$ cat config.mk
export PLATFORM = sky130hd
export DESIGN_NAME = cache_arbiter
export DESIGN_NICKNAME = d
export VERILOG_FILES = /design/src/rtl/cache_arbiter_pkg.sv /design/src/rtl/cache_arbiter_stats.sv /design/src/rtl/cache_arbiter.sv
export SDC_FILE = /design/constraint.sdc
export NUM_CORES = 1
export LEC_CHECK = 0
export ABC_AREA = 1
export CAP_MARGIN = 20
export CELL_PAD_IN_SITES_DETAIL_PLACEMENT = 0
export CELL_PAD_IN_SITES_GLOBAL_PLACEMENT = 1
export CORE_AREA = 3 3 533 535
export DETAILED_ROUTE_END_ITERATION = 8
export DIE_AREA = 0 0 536 538
export PLACE_DENSITY_LB_ADDON = 0.12
export SYNTH_ARGS = -nofsm -noshare
export SYNTH_HDL_FRONTEND = slang
export SYNTH_HIERARCHICAL = 1
export SYNTH_SLANG_ARGS = --single-unit
$ cat constraint.sdc
create_clock -name clk -period 3.05 [get_ports clk]
set_input_delay 0.7625 -clock clk [delete_from_list [all_inputs] [get_ports clk]]
set_output_delay 0.7625 -clock clk [all_outputs]
set_load 0.05 [all_outputs]
$ cat src/rtl/cache_arbiter_pkg.sv
// Shared types for the icache/dcache -> pmem line arbiter.
package arbiter_types;

  localparam int LINE_BYTES = 32;

  typedef enum logic [1:0] {IDLE, SERVE_I, SERVE_D, DONE} arb_state_t;
  typedef enum logic       {GRANT_I, GRANT_D}             arb_grant_t;

  // Saturating 32-bit increment used by the optional statistics counters.
  function automatic logic [31:0] sat_inc(input logic [31:0] v, input logic en);
    return (en && (v != '1)) ? v + 32'd1 : v;
  endfunction

endpackage

$ cat src/rtl/cache_arbiter_stats.sv
// Saturating activity counters for cache_arbiter; only built with ARBITER_STATS_EN.
`ifdef ARBITER_STATS_EN
module arbiter_stats
  import arbiter_types::*;
(
  input logic clk,
  input logic rst,
  input logic grant_i_i,
  input logic grant_d_i,
  input logic conflict_i,
  input logic busy_i
);

  logic [31:0] i_grants, d_grants, conflict_cycles, busy_cycles;

  always_ff @(posedge clk) begin
    if (rst) begin
      i_grants        <= '0;
      d_grants        <= '0;
      conflict_cycles <= '0;
      busy_cycles     <= '0;
    end else begin
      i_grants        <= sat_inc(i_grants, grant_i_i);
      d_grants        <= sat_inc(d_grants, grant_d_i);
      conflict_cycles <= sat_inc(conflict_cycles, conflict_i);
      busy_cycles     <= sat_inc(busy_cycles, busy_i);
    end
  end

endmodule
`endif

$ cat src/rtl/cache_arbiter.sv
// Round-robin arbiter placing icache and dcache line misses on one pmem port.
// Optional ARBITER_STATS_EN adds the arbiter_stats counter block.
module cache_arbiter
  import arbiter_types::*;
#(
  parameter int LINE_W = LINE_BYTES * 8,
  parameter int ADDR_W = 32
) (
  input  logic              clk,
  input  logic              rst,
  input  logic              i_read,
  input  logic [ADDR_W-1:0] i_address,
  output logic              i_resp,
  output logic [LINE_W-1:0] i_rdata,
  input  logic              d_read,
  input  logic              d_write,
  input  logic [ADDR_W-1:0] d_address,
  input  logic [LINE_W-1:0] d_wdata,
  output logic              d_resp,
  output logic [LINE_W-1:0] d_rdata,
  output logic              pmem_read,
  output logic              pmem_write,
  output logic [ADDR_W-1:0] pmem_address,
  output logic [LINE_W-1:0] pmem_wdata,
  input  logic              pmem_resp,
  input  logic [LINE_W-1:0] pmem_rdata
);

  arb_state_t        state_q, state_d;
  arb_grant_t        last_q, last_d;
  logic              wr_q, wr_d;
  logic [ADDR_W-1:0] addr_q, addr_d;
  logic [LINE_W-1:0] wdata_q, wdata_d;

  logic i_req, d_req;
  assign i_req = i_read;
  assign d_req = d_read | d_write;

  // last_q starts at GRANT_D so the icache wins the first tie.
  always_ff @(posedge clk) begin
    if (rst) begin
      state_q <= IDLE;
      last_q  <= GRANT_D;
      wr_q    <= 1'b0;
      addr_q  <= '0;
      wdata_q <= '0;
    end else begin
      state_q <= state_d;
      last_q  <= last_d;
      wr_q    <= wr_d;
      addr_q  <= addr_d;
      wdata_q <= wdata_d;
    end
  end

  always_comb begin
    state_d = state_q;
    last_d  = last_q;
    wr_d    = wr_q;
    addr_d  = addr_q;
    wdata_d = wdata_q;
    unique case (state_q)
      IDLE: begin
        if (i_req && (!d_req || last_q == GRANT_D)) begin
          state_d = SERVE_I;
          wr_d    = 1'b0;
          addr_d  = i_address;
          wdata_d = '0;
        end else if (d_req) begin
          state_d = SERVE_D;
          wr_d    = d_write;  // write wins if both are raised
          addr_d  = d_address;
          wdata_d = d_wdata;
        end
      end
      SERVE_I: if (pmem_resp) begin state_d = DONE; last_d = GRANT_I; end
      SERVE_D: if (pmem_resp) begin state_d = DONE; last_d = GRANT_D; end
      DONE:    state_d = IDLE;
      default: state_d = IDLE;
    endcase
  end

  always_comb begin
    pmem_read    = 1'b0;
    pmem_write   = 1'b0;
    pmem_address = '0;
    pmem_wdata   = '0;
    i_resp       = 1'b0;
    i_rdata      = '0;
    d_resp       = 1'b0;
    d_rdata      = '0;
    unique case (state_q)
      SERVE_I: begin
        pmem_read    = 1'b1;
        pmem_address = addr_q;
        i_resp       = pmem_resp;
        i_rdata      = pmem_resp ? pmem_rdata : '0;
      end
      SERVE_D: begin
        pmem_read    = ~wr_q;
        pmem_write   = wr_q;
        pmem_address = addr_q;
        pmem_wdata   = wdata_q;
        d_resp       = pmem_resp;
        d_rdata      = pmem_resp ? pmem_rdata : '0;
      end
      default: ;
    endcase
  end

`ifdef ARBITER_STATS_EN
  arbiter_stats u_stats (
    .clk        (clk),
    .rst        (rst),
    .grant_i_i  (state_q == IDLE && state_d == SERVE_I),
    .grant_d_i  (state_q == IDLE && state_d == SERVE_D),
    .conflict_i ((state_q == SERVE_I && d_req) || (state_q == SERVE_D && i_req)),
    .busy_i     (state_q != IDLE)
  );
`endif

endmodule

## After elaboration in Yosys (flattened, before gate mapping)

Index checks and enable logic that the tools add are counted.

- Eq/ne operators: 7
- Mux-type cells: 22
- Bitwise gates (word level): 2
- Reductions and logical operators: 10

Operators by type and width:

| cell | count |
|---|---|
| $mux 256 | 6 |
| $mux 32 | 3 |
| $mux 1 | 7 |
| $mux 2 | 3 |
| $pmux 2 s3 | 1 |
| $eq 2x2->1 const B | 2 |
| $ne 2x2->1 const B | 2 |
| $pmux 1 s2 | 2 |
| $reduce_and 2->1 | 2 |
| $reduce_bool 2->1 | 2 |
| $ne 3x3->1 const B | 1 |
| $reduce_and 3->1 | 1 |
| $eq 2x1->1 const B | 1 |
| $logic_not 2->1 | 1 |
| $ne 2x1->1 const B | 1 |
| $reduce_or 2->1 | 1 |
| $logic_and 1x1->1 | 1 |
| $logic_not 1->1 | 1 |
| $logic_or 1x1->1 | 1 |
| $not 1->1 | 1 |
| $or 1x1->1 | 1 |

- Input port bits: 582
- Register bits: 292

## Logic depth before layout (Yosys ltp)

Gate-level depths: netlist of run 1.

- Word-level depth: 6
- Mapped depth: 10
- Mapped depth without buffers: 9

## Least setup slack after synthesis of run 1

No wires, ideal clock.

- Path type: input-to-output
- Start point: input port pmem_resp
- End point: output port i_rdata[246]
- Slack: 0.360 ns
- Arrival time: 1.928 ns
- Path buffers: 2
- Cell stages on the path: 4
- Path through: nand2_1 clkbuf_1 buf_1 nor2_1

- Word-level cells in the longest chain between the ends: 2

RTL lines:

| item | RTL line | RTL |
|---|---|---|
| from (decl) | cache_arbiter.sv:25 | `input logic pmem_resp,` |
| $mux 256 | cache_arbiter.sv:97 | `i_rdata = pmem_resp ? pmem_rdata : '0;` |
| $mux 256 | cache_arbiter.sv:92 | `unique case (state_q)` |
| to (decl) | cache_arbiter.sv:14 | `output logic [LINE_W-1:0] i_rdata,` |

No other way between the ends.

## Worst setup path in the final report of run 1

- Start point: register state_q[0]
- End point: output port i_rdata[45]

- Word-level cells in the longest chain between the ends: 2

RTL lines:

| item | RTL line | RTL |
|---|---|---|
| from (decl) | cache_arbiter.sv:29 | `arb_state_t state_q, state_d;` |
| from (signal assigned) | cache_arbiter.sv:48 | `state_q <= state_d;` |
| $eq 2x1->1 | cache_arbiter.sv:92 |  |
| $mux 256 | cache_arbiter.sv:92 |  |

No other way between the ends.

==> summary.md, run 1 <==
| Metric | Value |
|---|---|
| WP data required | `2290 ps` |
| Register bit total from synthesis | `292` |
| Final setup fails | `0` |
| # DRC | `0` |
| Sequential-to-total area share from yosys stat | `34.9%` |
| Slew @ Worst Pin | `852 ps` |
| TritonRoute pass-1 iters | `5` |
| CP cell instances | `buf_4 > ha_4 > nand2_8 > buf_12 > buf_16 > nor2_1 > buf_12` |
| Sequential cell area | `5850 µm²` |
| Highest-count cells in the layout ignoring fill and taps | `838 x buf_12, 579 x clkdlybuf4s50_1, 553 x nand2_1` |
| Setup CP Type | `register to output pin` |
| First-pass GRT wire length | `289000 µm` |
| Num CTS Buffers | `45` |
| Fin area | `47100 µm²` |
| Skew final | `28.7 ps` |
| RSZ-0062 raised after global routing | `true` |
| CP arrival | `2240 ps` |
| Post-DP HPWL | `196000 µm` |
| Period Utilization, post-route | `98.3%` |
| Slowest stage delay, CP | `340 ps` |
| Vias | `24400` |
| Worst skew pair latency | `650 ps` |
| Die Wd | `536 µm` |
| Reg2reg start | `state_q[0]` |
| Detailed-route wire length | `233000 µm` |
| Footprint of the multi-input gates | `8380 µm²` |
| Die area | `288000 µm²` |
| Mapped Area | `16800 µm²` |
| Placer Congestion | `0.914` |
| I/O Buffers | `1385` |
| Final Max Tran Viols | `0` |
| Max cap viols | `0` |
| Worst-path clk slew | `60 ps` |
| Initial Utilization | `6.00%` |
| Peak supply drop | `360 µV` |
| Core area | `279000 µm²` |
| Std-Cell Rows | `194` |
| Cell count after synthesis | `2896` |
| Longest Clk Path Bufs | `3` |
| Run status | `completed` |
| Final net count | `4870` |
| Worst setup startpoint | `state_q[0]` |
| Setup crit end kind | `output pin` |
| Top cell by count, worst path | `buf_12` |
| Core Util, Final | `16.9%` |
| Initial antenna violation count | `137` |
| Die height | `538 µm` |
| GRT Overall Usage | `15.5%` |
| Startpoint Class | `register` |
| Fin crit period | `3000 ps` |
| Commonest non-fill, non-tap cell in the layout | `buf_12` |
| Post-place instance area | `43600 µm²` |
| Fillers | `31400` |
| Ports | `1386` |
| Leak pwr | `0.0204 µW` |
| CTS tree | `yes` |
| Largest net degree at the start of global routing | `60` |
| Final hold viol count | `0` |
| Crit path max fanout | `41` |
| Via/cell ratio | `3.02` |
| Post-synthesis to final-layout area growth | `181%` |
| Vias in the first global route | `24700` |
| Share of cells above drive strength 1 | `32.7%` |
| CP max-delay cell | `dfxtp_4` |
| CTS root buf | `clkbuf_16` |
| Fmax | `0.334 GHz` |
| Synth cell types | `18` |
| Syn nets | `3482` |
| Worst relative slew slack | `43.2%` |
| Hold Crit Class | `register to register` |
| Mean post-synth cell area | `5.79 µm²` |
| Total gr overflow | `0` |
| Clock Sinks | `292` |
| Routed Antenna Nets | `0` |
| Worst Min Path Start | `wdata_q[236]` |
| Overall power | `33000 µW` |
| Yosys warnings | `6` |
| Routed WL per cell | `28.9 µm` |
| 1st-iter DRT viols | `1177` |
| Power Density | `700 nW/µm²` |
| CTS H-tree lvls | `2` |
Yosys cell counts (all sizes together):
master	n	area, µm²
ha	4	50.1
inv	619	2320
o21bai	1	18.8
nand2	622	2340
clkbuf	106	398
nor2	518	1940
nand3	324	1620
dfxtp	292	5850
a21oi	292	1460
or2	1	6.26
clkinv	1	5.00
buf	116	742
through the flow:
stage	hold slack [ps]	setup WS (ps)	setup TNS (ps)	cells
after global placement	452	-640	-177260	7917
after detailed placement	455	-654	-171750	7917
after global routing	477	-55.8	-3150	8046
after CTS	464	-118	-5270	8044
after floorplan	434	360	0	2896
final	462	52.4	0	8076
cell type report:
type,count,area share [%]
timing repair buffer,1563,51.6
multi-input combinational,1762,17.8
clock inverter,12,0.358
sequential,292,12.4
antenna,35,0.186
tap,3724,9.88
inverter,620,4.98
clock buffer,68,2.83
flip-flops by register name, indices dropped and copies added (netlist names):
name     count
addr_q      32
last_q       1
state_q      2
wdata_q    256
wr_q         1
kinds of logic after synthesis:
logic type	Yosys count	share of synthesized area [%]
AO/OA/AOI/OAI	293	8.83
adder cells (fa/ha/maj)	4	0.299
buffers and inverters	842	20.7
flip-flops	292	34.9
AND/OR/NAND/NOR	1465	35.3
worst paths after layout:
path	to	slack [ps]	depth (start not counted)
max	i_rdata[45]	50	7
min	wdata_q[236]	460	2
max reg2reg	state_q[1]	1290	10
min reg2reg	wdata_q[236]	460	2
what timing repair did:
item / in CTS / in global routing
cloned: 20 / 1
hold buffers: 0 / 0
setup endpoints to repair: 719 / 257
resized for setup: 401 / 58
buffers inserted: 29 / 1
pin swaps: 2 / 2
critical path: cells and delay by family (launching register included):
| family | cells | cell delay [ps] |
|---|---|---|
| DFF | 1 | 340 |
| adders and majority gates | 1 | 190 |
| buffers and inverters | 4 | 760 |
| and+or+nand+nor | 2 | 230 |
power by group:
part / total [µW] / internal, µW / leakage (µW) / switching (µW)
Combinational: 22400 / 8820 / 0.0173 / 13600
Clock: 5620 / 3260 / 0.000731 / 2360
Sequential: 4990 / 4570 / 0.00239 / 423
Total: 33000 / 16600 / 0.0204 / 16400
routing by layer:
metal	track usage, %	vias to the layer above	part of all wire [%]
met5	0	-	0.17
li1	-	11400	-
met4	1.73	60	1.2
met1	20.3	11600	44
met3	7.37	235	11
met2	23.7	1069	43
Note: power is estimated with default switching activity, not from simulation.
==> run 2: changes to the inputs <==
--- a/config.mk
+++ b/config.mk
@@ -9,9 +9,9 @@
 export CAP_MARGIN = 20
 export CELL_PAD_IN_SITES_DETAIL_PLACEMENT = 0
 export CELL_PAD_IN_SITES_GLOBAL_PLACEMENT = 1
-export CORE_AREA = 3 3 533 535
+export CORE_AREA = 3 3 543 545
 export DETAILED_ROUTE_END_ITERATION = 8
-export DIE_AREA = 0 0 536 538
+export DIE_AREA = 0 0 546 548
 export PLACE_DENSITY_LB_ADDON = 0.12
 export SYNTH_ARGS = -nofsm -noshare
 export SYNTH_HDL_FRONTEND = slang
==> constraint.sdc (replaced) <==
create_clock -name clk -period 2.87 [get_ports clk]
set_input_delay 0.7175 -clock clk [delete_from_list [all_inputs] [get_ports clk]]
set_output_delay 0.7175 -clock clk [all_outputs]
set_load 0.05 [all_outputs]
==> summary.md, run 2 (synthesis results as in run 1) <==
| Metric | Value |
|---|---|
| Initial antenna violation count | `120 (was 137)` |
| Max cap viols | `0 (unchanged)` |
| Highest-count cells in the layout ignoring fill and taps | `832 x buf_12, 602 x nand2_1, 579 x clkdlybuf4s50_1 (was 838 x buf_12, 579 x clkdlybuf4s50_1, 553 x nand2_1)` |
| Skew final | `23.5 ps (was 28.7 ps)` |
| # DRC | `0 (unchanged)` |
| Hold Crit Class | `register to register (unchanged)` |
| Switching Power | `17800 µW (was 16400 µW)` |
| First-pass GRT wire length | `287000 µm (was 289000 µm)` |
| 1st-iter DRT viols | `1056 (was 1177)` |
| Highest Signal Layer | `met5 (unchanged)` |
| Clk network pwr share | `17.0% (about the same)` |
| Vias | `24300 (was 24400)` |
| Slew @ Worst Pin | `895 ps (was 852 ps)` |
| Worst skew pair latency | `630 ps (was 650 ps)` |
| Largest reg by FF count | `wdata_q (unchanged)` |
| Worst-path clk slew | `60 ps (about the same)` |
| Core area | `291000 µm² (was 279000 µm²)` |
| CTS root buf | `clkbuf_16 (unchanged)` |
| Detail Route met3 WL | `25600 µm (was 26600 µm)` |
| Post-DP HPWL | `195000 µm (was 196000 µm)` |
| Sequential cell area | `5850 µm² (unchanged)` |
| Total gr overflow | `0 (unchanged)` |
| I/O Buffers | `1385 (unchanged)` |
| Leak pwr | `0.0209 µW (was 0.0204 µW)` |
| GRT Overall Usage | `14.7% (was 15.5%)` |
| CTS H-tree lvls | `2 (unchanged)` |
| Num CTS Buffers | `46 (was 45)` |
| Post-synthesis to final-layout area growth | `198% (was 181%)` |
| CP arrival | `2250 ps (was 2240 ps)` |
| Routed Antenna Nets | `0 (unchanged)` |
| Ports | `1386 (unchanged)` |
| Worst slack, placed | `-394 ps (was -654 ps)` |
| Combinational power share | `68.5% (was 67.9%)` |
| Final hold viol count | `0 (unchanged)` |
| Failing checks | `negative setup slack` |
| Largest register FFs | `256 (unchanged)` |
| Fin crit period | `2960 ps` |
| Die Wd | `546 µm (was 536 µm)` |
| Finished Layout Cells | `8312 (was 8076)` |
| Sw frac | `48.7% (was 49.6%)` |
| Clock Sinks | `292 (unchanged)` |
| Footprint of the multi-input gates | `9940 µm² (was 8380 µm²)` |
| Core Util, Final | `17.2% (was 16.9%)` |
| Placer Congestion | `0.864 (was 0.914)` |
| Die height | `548 µm (was 538 µm)` |
| Share of cells above drive strength 1 | `35.6% (was 32.7%)` |
| Die area | `299000 µm² (was 288000 µm²)` |
| Biggest registers after layout | `wdata_q: 256 flops, addr_q: 32 flops, state_q: 2 flops (unchanged)` |
| Final net count | `4935 (was 4870)` |
| Via/cell ratio | `2.93 (was 3.02)` |
| Worst relative slew slack | `40.4% (was 43.2%)` |
| Setup crit end kind | `output pin (unchanged)` |
| Initial Utilization | `5.77% (was 6.00%)` |
| Worst-case hold slack | `462 ps (about the same)` |
| Std-Cell Rows | `198 (was 194)` |
| WP data required | `2150 ps (was 2290 ps)` |
| Overall power | `36600 µW (was 33000 µW)` |
| Run status | `finished with violations (was completed)` |
| Longest Clk Path Bufs | `3 (unchanged)` |
| Period Utilization, post-route | `103%` |
| Fmax | `0.337 GHz` |
| Wire length on met2 | `104000 µm (was 100000 µm)` |
| RSZ-0062 raised after global routing | `true (unchanged)` |
| Final setup fails | `142 (was 0)` |
| Metal-1 WL | `101000 µm (was 103000 µm)` |
| Reg power frac | `14.4% (was 15.1%)` |
| Largest net degree at the start of global routing | `70 (was 60)` |
| CTS tree | `yes (unchanged)` |
| Vias in the first global route | `24900 (was 24700)` |
| Routed WL per cell | `28.1 µm (was 28.9 µm)` |
| Hold_buf cts | `0 (unchanged)` |
| Placed cells | `8122 (was 7917)` |
| Setup CP Type | `register to output pin (unchanged)` |
| Detailed-route wire length | `233000 µm (about the same)` |
| Fillers | `32600 (was 31400)` |
| TritonRoute pass-1 iters | `4 (was 5)` |
| Final Max Tran Viols | `0 (unchanged)` |
| Power Density | `732 nW/µm² (was 700 nW/µm²)` |
| PnR worst setup slack | `-93.4 ps (was 52.4 ps)` |
| Commonest non-fill, non-tap cell in the layout | `buf_12 (unchanged)` |
| Crit path max fanout | `7 (was 41)` |
| Startpoint Class | `register (unchanged)` |
| Peak supply drop | `491 µV (was 360 µV)` |
| Internal power | `18800 µW (was 16600 µW)` |
[run 2: metrics by stage]
stage	instance area [µm²]	setup TNS, ps
after floorplan	16800	0
after global placement	44000	-111620
after detailed placement	44000	-125680
after CTS	47500	-81170
after global routing	49900	-62020
final	50000	-3350
[run 2: power by group through the flow]
stage                     Clock [µW]  Combinational [µW]  Sequential [µW]
after floorplan                    0               10000             5210
after global placement             0               22100             5340
after detailed placement           0               22100             5350
after CTS                       6660               23700             5280
after global routing            6760               26500             5380
final                           6230               25100             5280
[run 2: timing repair]
item                       CTS  global route
gates cloned                17            27
pin swaps                    8            15
gates resized for setup    366           491
setup endpoints to repair  784           745
buffers inserted            21            18
[run 2: final cells by class]
| class | count | share of cell area [%] |
|---|---|---|
| Sequential cell | 292 | 11.7 |
| Timing Repair Buffer | 1627 | 50.6 |
| Inverter | 620 | 4.70 |
| Clock inverter | 16 | 0.473 |
| Antenna cell | 26 | 0.130 |
| Clock buffer | 69 | 2.76 |
| Multi-Input combinational cell | 1762 | 19.9 |
| Tap cell | 3900 | 9.76 |
[run 2: worst paths after layout]
kind,startpoint,endpoint,slack [ps],depth (start not counted)
hold / removal,wdata_q[149],wdata_q[149],460,2
setup / recovery,state_q[1],i_rdata[69],-90,9
setup reg to reg,state_q[0],wdata_q[10],980,8
hold reg to reg,wdata_q[149],wdata_q[149],460,2
[run 2: per-layer routing]
layer / global-route usage, % / vias to the layer above
met5: 0 / -
met4: 1.54 / 56
met3: 7.50 / 233
met2: 23.2 / 972
met1: 18.3 / 11500
li1: - / 11600
[run 2: critical path: stages, from the launching register on]
cell and delay (ps):
dfxtp_4 360, inv_4 60, ha_4 170, nand2_8 80, buf_4 160, buf_16 150, buf_16 190, buf_4 160
nor2_4 100, buf_12 140
